## config.mk

```make
export PLATFORM = sky130hd
export DESIGN_NAME = reg_pending_scoreboard
export DESIGN_NICKNAME = d
export VERILOG_FILES = /design/src/rtl/reg_pending_scoreboard.sv
export SDC_FILE = /design/constraint.sdc
export NUM_CORES = 1
export LEC_CHECK = 0
export CAP_MARGIN = 20
export CORE_MARGIN = 8
export CORE_UTILIZATION = 40
export CTS_CLUSTER_DIAMETER = 200
export CTS_CLUSTER_SIZE = 16
export DETAILED_ROUTE_END_ITERATION = 8
export SLEW_MARGIN = 20
export SYNTH_ARGS = -nofsm -noshare
export SYNTH_HDL_FRONTEND = slang
export SYNTH_SLANG_ARGS = --single-unit
```

## constraint.sdc

```tcl
create_clock -name i_clk -period 11.45 [get_ports i_clk]
set_clock_uncertainty 0.2 [all_clocks]
set_input_delay 2.8625 -clock i_clk [delete_from_list [all_inputs] [get_ports i_clk]]
set_output_delay 2.8625 -clock i_clk [all_outputs]
set_load 0.02 [all_outputs]
```

## src/rtl/reg_pending_scoreboard.sv

```systemverilog
// reg_pending_scoreboard: tracks in-flight register writes and stalls decode on RAW/WAW hazards
module reg_pending_scoreboard #(
  parameter int LAT_W = 3
) (
  input  logic             i_clk,
  input  logic             i_reset,
  input  logic             i_issue_valid,
  input  logic             i_issue_wb,
  input  logic [4:0]       i_issue_rd,
  input  logic [LAT_W-1:0] i_issue_lat,
  input  logic [4:0]       i_rs1,
  input  logic [4:0]       i_rs2,
  input  logic             i_rs1_used,
  input  logic             i_rs2_used,
  input  logic             i_flush,
  input  logic             i_wb_valid,
  input  logic [4:0]       i_wb_rd,
  output logic             o_stall,
  output logic [31:0]      o_busy
);
  logic [31:0]      busy;
  logic [LAT_W-1:0] cnt [32];
  logic             raw_hit, waw_hit, accept;
  // hazard detection from registered state and current decode inputs
  always_comb begin
    raw_hit = (i_rs1_used & |i_rs1 & busy[i_rs1] & |cnt[i_rs1]) |
              (i_rs2_used & |i_rs2 & busy[i_rs2] & |cnt[i_rs2]);
    waw_hit = i_issue_wb & |i_issue_rd & busy[i_issue_rd];
    o_stall = i_issue_valid & ~i_flush & (raw_hit | waw_hit);
    accept  = i_issue_valid & ~i_flush & ~o_stall & i_issue_wb & |i_issue_rd;
    o_busy  = {busy[31:1], 1'b0};
  end
  // per-register update: issue load beats writeback clear beats countdown
  always_ff @(posedge i_clk) begin
    for (int r = 0; r < 32; r++) begin
      if (i_reset || r == 0) begin
        busy[r] <= 1'b0;
        cnt[r]  <= '0;
      end else if (accept && i_issue_rd == 5'(r)) begin
        busy[r] <= 1'b1;
        cnt[r]  <= i_issue_lat;
      end else if (i_wb_valid && i_wb_rd == 5'(r)) begin
        busy[r] <= 1'b0;
        cnt[r]  <= '0;
      end else if (busy[r] && cnt[r] != '0) begin
        cnt[r]  <= cnt[r] - LAT_W'(1);
      end
    end
  end
endmodule

```

Yosys cells after proc, flatten, opt, wreduce, memory -nomap -nowiden
Memory sizes are Yosys's and may differ from the RTL's.
Cells that the tools add are included.
{"block": "totals", "reg_bits": 31, "out_inout_bits": 33, "input_bits": 31, "ram_bits": 96, "mem_count": 1}
{"name": "cnt", "depth": 32, "width": 3, "read_ports": 33, "rd_ports_with_merged_regs": 0, "wr": 32, "line": "22", "source": "logic [LAT_W-1:0] cnt [32];"}
{"block": "op_classes", "n_lt_le_gt_ge": 3, "eq_ne": 62, "n_reduce_logical": 160, "add_sub_neg": 31, "n_bitwise": 110, "mux": 535}
{"operator": "$mux W1", "count": 439}
{"operator": "$mux W3", "count": 93}
{"operator": "$eq A5 B5 Y1 const B", "count": 32}
{"operator": "$or A1 B1 Y1", "count": 95}
{"operator": "$logic_and A1 B1 Y1", "count": 93}
{"operator": "$reduce_bool A3 Y1", "count": 31}
{"operator": "$sub A3 B1 Y3 const B", "count": 31}
{"operator": "$eq A5 B4 Y1 const B", "count": 16}
{"operator": "$reduce_bool A2 Y1", "count": 31}
{"operator": "$eq A5 B3 Y1 const B", "count": 8}
{"operator": "$eq A5 B2 Y1 const B", "count": 4}
{"operator": "$lt A5 B6 Y1 const B", "count": 3}
{"operator": "$bmux W1 S5", "count": 3}
{"operator": "$reduce_or A5 Y1", "count": 3}
{"operator": "$and A1 B1 Y1", "count": 13}
{"operator": "$eq A5 B1 Y1 const B", "count": 2}
{"operator": "$reduce_or A3 Y1", "count": 2}
{"operator": "$not A1 Y1", "count": 2}

Depth between registers and ports, before layout
Gate-level depths: netlist of the first run.
{"block": "logic_depth", "word_depth": 18, "ltp_mapped": 11}

Least setup slack after synthesis of the first run
Ideal clock, no wire load.
{"block": "synth_path", "path_kind": "input -> output", "startpoint": "input port i_rs1[0]", "endpoint": "output port o_stall", "path_slack_ps": 3414, "cell_stages": 9, "t_arrival_ps": 4974, "path_cell_list": "buf_2 -> buf_2 -> buf_2 -> mux2_2 -> a221oi_1 -> o211ai_1 -> o22a_1 -> buf_6 -> a21oi_1"}
{"block": "synth_between", "elab_chain_cells": 7}
{"item": "from (decl)", "line": "11", "source": "input logic [4:0] i_rs1,"}
{"item": "$bmux W1 S5 / $reduce_or A5 Y1 (equally long branches)", "line": "26", "source": "raw_hit = (i_rs1_used & |i_rs1 & busy[i_rs1] & |cnt[i_rs1]) |"}
{"item": "$mux W1 (implied by the code) / $and A1 B1 Y1 (equally long branches)", "line": "26"}
{"item": "$and A1 B1 Y1", "line": "26"}
{"item": "$and A1 B1 Y1 *", "line": "26"}
{"item": "$or A1 B1 Y1 *", "line": "26"}
{"item": "$or A1 B1 Y1 *", "line": "29", "source": "o_stall = i_issue_valid & ~i_flush & (raw_hit | waw_hit);"}
{"item": "$and A1 B1 Y1 *", "line": "29"}
{"item": "to (decl)", "line": "18", "source": "output logic o_stall,"}
Mark *: on every way between the ends. The rest lies on a longest branch, timed or not. The select of a mux whose other input is x is not followed.

Worst setup path after layout of the first run
{"block": "layout_path", "startpoint": "input port i_rs2[0]", "endpoint": "output port o_stall"}
{"block": "layout_between", "elab_chain_cells": 7}
{"item": "from (decl)", "line": "12", "source": "input logic [4:0] i_rs2,"}
{"item": "$bmux W1 S5 / $reduce_or A5 Y1 (equally long branches)", "line": "27", "source": "(i_rs2_used & |i_rs2 & busy[i_rs2] & |cnt[i_rs2]);"}
{"item": "$mux W1 (implied by the code) / $and A1 B1 Y1 (equally long branches)", "line": "27"}
{"item": "$and A1 B1 Y1", "line": "27"}
{"item": "$and A1 B1 Y1 *", "line": "27"}
{"item": "$or A1 B1 Y1 *", "line": "26"}
{"item": "$or A1 B1 Y1 *", "line": "29"}
{"item": "$and A1 B1 Y1 *", "line": "29"}
Marks and branches as above.

==> results of run 1 <==
cell type report:
cell class	instances	share of cell area (%)
Tap cell	330	3.57
Inverter	84	2.73
Clock inverter	10	0.639
Timing Repair Buffer	83	6.65
Clock buffer	22	3.93
Multi-Input combinational cell	854	52.9
Sequential cell	124	29.5
through the flow:
stage               power [mW]  instance area, um^2
finish                    1.20                11600
global route              1.24                11600
CTS                       1.20                11600
detailed placement       0.702                11000
global placement         0.700                11000
floorplan                0.639                10300
per-layer routing:
| metal | wire (um) | up-vias |
|---|---|---|
| met1 | 15100 | 4756 |
| met4 | 1410 | 0 |
| met3 | 3530 | 90 |
| met2 | 16700 | 522 |
| li1 | - | 4426 |
| met5 | 0 | - |
state kept, by name (all words and copies together) (netlist names):
name	cells
busy	31
cnt	93
synthesized netlist by cell type (33+ instances only):
cell type	n	area [um^2]
sky130_fd_sc_hd__nor2_1	51	191
sky130_fd_sc_hd__nand3_1	71	355
sky130_fd_sc_hd__nand2b_1	44	275
sky130_fd_sc_hd__inv_1	84	315
sky130_fd_sc_hd__nand2_1	129	484
sky130_fd_sc_hd__edfxtp_1	93	2790
sky130_fd_sc_hd__clkbuf_1	50	188
sky130_fd_sc_hd__o31ai_1	82	616
sky130_fd_sc_hd__ha_1	62	776
sky130_fd_sc_hd__nor3_1	33	165
sky130_fd_sc_hd__o41ai_1	33	289
final timing paths:
kind | startpoint | to | slack [ps] | cells past startpoint
worst min register to register | busy[8]$_SDFFE_PP0P_ | busy[8]$_SDFFE_PP0P_ | 360 | 2
worst max register to register | cnt[3][0]$_DFFE_PP_ | cnt[21][0]$_DFFE_PP_ | 7700 | 7
worst max-delay path | i_rs2[0] | o_stall | 1840 | 9
worst min-delay path | busy[8]$_SDFFE_PP0P_ | busy[8]$_SDFFE_PP0P_ | 360 | 2
kinds of logic after synthesis:
kind of cell               Yosys count  synth area share [%]
AOI/OAI and AO/OA                  283                  21.1
buffers and inverters              177                  7.45
muxes                               33                  5.68
and+or+nand+nor                    444                  22.3
DFF                                124                  33.2
xor gates and xnor gates            31                  2.64
other                                1                0.0365
adders and majority gates           62                  7.56
worst max-delay path, stage by stage:
cell,delay [ps]
sky130_fd_sc_hd__clkdlybuf4s50_1,920
sky130_fd_sc_hd__buf_4,330
sky130_fd_sc_hd__inv_1,190
sky130_fd_sc_hd__o32ai_1,340
sky130_fd_sc_hd__nor2_1,60
sky130_fd_sc_hd__or4_1,580
sky130_fd_sc_hd__o22a_1,280
sky130_fd_sc_hd__a21oi_1,300
sky130_fd_sc_hd__clkdlybuf4s50_1,670
power breakdown:
part           switching, mW  internal (mW)
logic                  0.130         0.0562
registers             0.0150          0.496
clock network          0.207          0.299
total                  0.353          0.852
==> results.md, run 1 <==
- The flow ran to the end, and the final reports show no timing, DRC or antenna violations.
- In the final layout, the share of cells above drive strength 1 is under 10%.
- Timing would allow up to 104 MHz.
- The final-layout fill cell count is around 2400.
- The actual transition at the worst max-transition pin is approximately 1100 ps.
- The async set-or-reset flop fraction in the synthesized netlist is 0%.
- Of all nets on the critical path, the largest fanout is 15.
- The placed instance count is 1475.
- The number of gates resized after CTS was 0.
- The setup violation total in the final timing report is 0.
- The layer flagged by global routing as most heavily used is met2.
- The via count of the first global-routing pass is 9422.
- Before antenna repair, the detailed router went through 5 iterations.
- The initial core utilization is between 40 and 50%.
- Once detail routing completed, the nets flagged for antenna violations numbered 0.
- The worst slew slack as a fraction of its limit is 28.1%.
- The average via count per standard cell is 6.50.
- The kind of start point of the critical path is an input port.
- The number of antenna violations at the first check in global routing is 0.
- In the global route stage, met1 resource usage came out at 31.2%.
- Summing all multi-input logic gate instances after layout gives 0.00612 mm^2.
- The share of the core filled with cells is 45.9%.
- For met2 alone, demand over resource in global routing was 36.1%.
- The post-detailed-routing wire length is 36800 um.
- By startpoint and endpoint, the worst setup path is classified as input port to primary output.
- The required time of the critical path is 8390 ps.
- The synthesis-to-finish area growth is 12.6%.
- The number of endpoints with negative hold slack in the final report is 0.
- The initialized floorplan defines 58 standard-cell rows.
- At the worst endpoint, the arrival time is 6550 ps.
- The final total negative setup slack is 0 ps.
- The power density over the cells is 104 mW/mm^2.
- The leading register cell type out of synthesis is sky130_fd_sc_hd__edfxtp_1.
- The classification of the worst-slack hold path is flop to flop.
- For this run, the number of standard cells in the final layout without fillers is between 1500 and 2000.
- At the later pin of the worst-skew pair, clock insertion delay measures 440 ps.
- The part of the Yosys area used for sequential elements is between 30 and 40%.
- Setup repair after global routing left no endpoint under its margin.
- The number of port buffers is slightly above 60.
- The first global-routing pass estimated 56500 um of wire.
- The via count is roughly 9800.
- The total global routing overflow is 0.
- The clock-pin transition on the worst setup and hold timing paths is ~50 ps.
- The library cells used most frequently in the layout, excluding fill and tap cells, are sky130_fd_sc_hd__nand2_1, sky130_fd_sc_hd__edfxtp_1, sky130_fd_sc_hd__inv_1.
- In the global route stage, overall resource usage came out at between 20% and 30%.
- The minimum clock period is 9610 ps.
- The number of cells produced by synthesis is 1155.
- The leading cell type in the layout, fill and taps excluded is sky130_fd_sc_hd__nand2_1.
- The maximum number of pins on one net before global-route repair is 82.
- The area of the mapped netlist is roughly 0.010 mm^2.
- The least setup slack across all paths after layout is about 1800 ps.
- The die is approximately 180 um tall.
- The quantity of hold-fixing buffers added after cts is 0.
- For this block, the initial DRC count from the detailed router was 1198.
- The setup slack after placement is 1860 ps.
- The weighted congestion at the end of routability-driven global placement is 0.942.
- The number of buffers added by the clock tree synthesis step is 17.
- Registers take 0.00341 mm^2.
- The static leakage power is 3.96 nW.
- The clock tree root buffer cell is sky130_fd_sc_hd__clkbuf_16.
- Global routing consumed, on the met3 layer, 5.11% of the routing resources.
- Hold is met by between 300 and 400 ps.
- The count of warnings emitted by yosys is 0.
- The floorplan step defined a die boundary enclosing 0.0311 mm^2.
- STA classifies the critical path endpoint as a primary output.
- The final critical path takes up between 80% and 90% of the cycle.
- The H-tree level count is 4.
- The number of nets produced by synthesis is 1248.
- The count of different cell masters after synthesis is 70.
- The count of antenna diodes in the layout is 0.
- In the routed design, unresolved DRC markers number 0.
- TritonCTS built the clock tree.
- Yosys mapped a number of flops with a built-in enable equal to 93.
- The number of buffers on the longest clock path is 2.
- The region available for standard cell placement spans 0.0252 mm^2.
- Detailed placement finished with a half-perimeter wire length of 26000 um.
- In the final routed layout, each cell accounts on average for 24.4 um.
- The number of buffers inserted to repair setup after CTS is 0.
- The final-report max-slew violation count is 0.
- 64 I/O pins were placed.
- After synthesis the netlist holds a flip-flop and latch count of 124.
- The die width is around 180 um.
- In the final design database the tool counted 1257 nets.
- The number of max-cap violations is 0.
- The clock drives 124 sinks.
- The worst supply voltage drop on vdd is 85.9 uV.
- Each instance of the synthesized netlist takes up on average 8.89 um^2.
Note: power is estimated with default switching activity, not from simulation.
==> inputs of run 2 (changes only) <==
==> constraint.sdc (replaced) <==
create_clock -name i_clk -period 9.6 [get_ports i_clk]
set_clock_uncertainty 0.2 [all_clocks]
set_input_delay 2.4 -clock i_clk [delete_from_list [all_inputs] [get_ports i_clk]]
set_output_delay 2.4 -clock i_clk [all_outputs]
set_load 0.02 [all_outputs]
==> results.md, run 2 (synthesis gave the netlist of run 1 again) <==
- The worst setup path is of the input port to primary output kind.
- Routability-driven placement finished with a final weighted congestion of 0.963.
- Clock-pin slew was measured on the worst setup and hold paths at 60 ps.
- The finished cells cover roughly 0.012 mm^2.
- The residual DRC count is 0.
- Setup repair after global routing left no endpoint under its margin.
- The net count of the finished layout is about 1300.
- The number of endpoints with negative hold slack in the final report is 0.
- The actual transition at the worst max-transition pin is 1090 ps.
- In this run, post-CTS repair resized a total of 0 instances.
- The final routed wire length divided by cell count is 24.5 um.
- The total global routing overflow is 0.
- Once detail routing completed, the nets flagged for antenna violations numbered 0.
- The average via count per standard cell is roughly 6.5.
- Walking the worst path, the cells encountered are clkdlybuf4s50_1 -> and3b_1 -> a211oi_1 -> o311ai_1 -> or4_1 -> o22a_1 -> a21oi_1 -> clkdlybuf4s50_1.
- The arrival time reported for the critical path endpoint is just under 6000 ps.
- In the final layout, the share of cells above drive strength 1 is 8.40%.
- The number of antenna violations at the first check in global routing is 0.
- The die width is between 150 and 200 um.
- The area growth from synthesis to layout is 13.0%.
- The initial core utilization is about two fifths.
- The most frequent cell on the critical path is sky130_fd_sc_hd__clkdlybuf4s50_1.
- More flip-flops sit in one register than any other, and that register is cnt.
- In this run the tightest slew margin relative to its limit is 27.4%.
- Entering global routing, the biggest net connects 69 pins.
- STA classifies the critical path endpoint as a primary output.
- The required time of the critical path is 7000 ps.
- Across every metal layer, demand over resource in global routing totals 23.5%.
- The placeable core region is 0.0252 mm^2.
- Along the worst path, the maximum fanout reaches 23.
- For this block, the initial DRC count from the detailed router was 1251.
- The placement row count is 58.
- In the final layout, the registers with the most flip-flops are cnt x93, busy x31.
- The clock reaches the later pin of the worst-skew pair after 430 ps.
- The instance area at placement is approximately 0.011 mm^2.
- The number of max-cap violations is 0.
- The cell family with the largest share of critical-path delay is buffers and inverters.
- For this design, the slowest cell found on the critical path is sky130_fd_sc_hd__clkdlybuf4s50_1.
- The final total negative setup slack is 0 ps.
- Buffers inserted to repair hold after CTS numbered 0.
- The maximum clock rate is 117 MHz.
- The H-tree level count is 4.
- The completed layout was analyzed and its total power is 1.46 mW.
- The HPWL after detailed placement is 26000 um.
- The number of buffers inserted to repair setup after CTS is 0.
- The classification of the worst-slack hold path is flop to flop.
- STA classifies the critical path startpoint as an input port.
- The clock tree root buffer cell is sky130_fd_sc_hd__clkbuf_16.
- The final period utilization is 89.2%.
- The via count of the first global-routing pass was around 9200.
- The via count is 9794.
- For this block, the routed nets add up to between 30000 and 40000 um of wire.
- The pre-antenna-repair detailed-routing pass consisted of 6 iterations.
- The library cell used most frequently in the layout, excluding fill and tap cells, is sky130_fd_sc_hd__nand2_1.
- The total I/O pin count is 64.
- In this design, the stage delay of the slowest critical-path cell is 1120 ps.
- The worst supply voltage drop on vdd is 101 uV.
- The register with the most flip-flops in the layout has 93 of them.
- The first global-routing pass estimated roughly 56000 um of wire.
- The flow ran to the end, and the final reports show no timing, DRC or antenna violations.
- The clock net sink count is 124.
- The placed instance count is 1476.
- The buffers plus inverters on the worst setup path is 2.
- The number of buffers on the longest clock path is 2.
- The count of buffers added on input and output ports is 62.
- Summed over all cells, the static leakage comes to roughly 4.0 nW.
- TritonCTS built the clock tree.
- The minimum clock period is 8560 ps.
- The area of the die is just over 0.03 mm^2.
- Leaving out fill and tap cells, the most frequent cells in the layout are sky130_fd_sc_hd__nand2_1, sky130_fd_sc_hd__edfxtp_1, sky130_fd_sc_hd__inv_1.
- The post-layout instance count excluding filler cells is 1509.
- The worst register-to-register path has a setup slack of 5970 ps.
- The setup violation total in the final timing report is 0.
- The share of the core filled with cells is between 40% and 50%.
- The number of buffers added by the clock tree synthesis step is 17.
- From bottom edge to top edge, the die measures 176 um.
- The power density over the cells is 126 mW/mm^2.
- The final-report max-slew violation count is 0.
[run 2: cell count changes in the layout (fill, tap and decap cells not counted), sizes merged]
cell	before	now
clkdlybuf4s50	60	61
diode	0	1
clkinvlp	1	6
clkinv	8	6
inv	84	85
clkbuf	22	18
[run 2: tightest hold or removal path, delay by kind of cell, from the launching register on]
| kind | cells | cell delay (ps) |
|---|---|---|
| compound gates | 1 | 60 |
| flops | 1 | 380 |
| simple gates | 1 | 80 |
[run 2: layout make-up]
type / instances / area [um^2]
multi-input combinational: 854 / 6120
clock inverter: 14 / 124
tap: 330 / 413
fill: 2424 / 13600
sequential: 124 / 3410
timing repair buffer: 84 / 781
inverter: 84 / 315
clock buffer: 18 / 429
antenna: 1 / 2.50
[run 2: power breakdown]
part | total [mW] | switching (mW) | internal (mW)
clock | 0.629 | 0.274 | 0.356
sequential | 0.610 | 0.0181 | 0.592
combinational | 0.223 | 0.156 | 0.0675
[run 2: worst paths after layout]
check	from	endpoint	depth (start not counted)
max	i_rs2[1]	o_stall	8
min	busy[18]$_SDFFE_PP0P_	busy[18]$_SDFFE_PP0P_	2
max reg2reg	busy[4]$_SDFFE_PP0P_	cnt[22][1]$_DFFE_PP_	7
min reg2reg	busy[18]$_SDFFE_PP0P_	busy[18]$_SDFFE_PP0P_	2
[run 2: metrics by stage]
stage / setup WS (ps) / hold WS, ps
after global placement: 1070 / 362
after CTS: 1120 / 371
after detailed placement: 1120 / 361
after global routing: 931 / 384
after floorplan: 2490 / 361
final: 1040 / 367
[run 2: per-layer routing]
layer / vias to the layer above / share of wire (%) / wire [um] / GRT usage [%]
met3: 94 / 9.4 / 3460 / 4.98
met4: 0 / 4.5 / 1660 / 11.6
met2: 563 / 44 / 16400 / 35.9
li1: 4431 / - / - / -
met1: 4706 / 42 / 15400 / 30.9
met5: - / 0 / 0 / 0
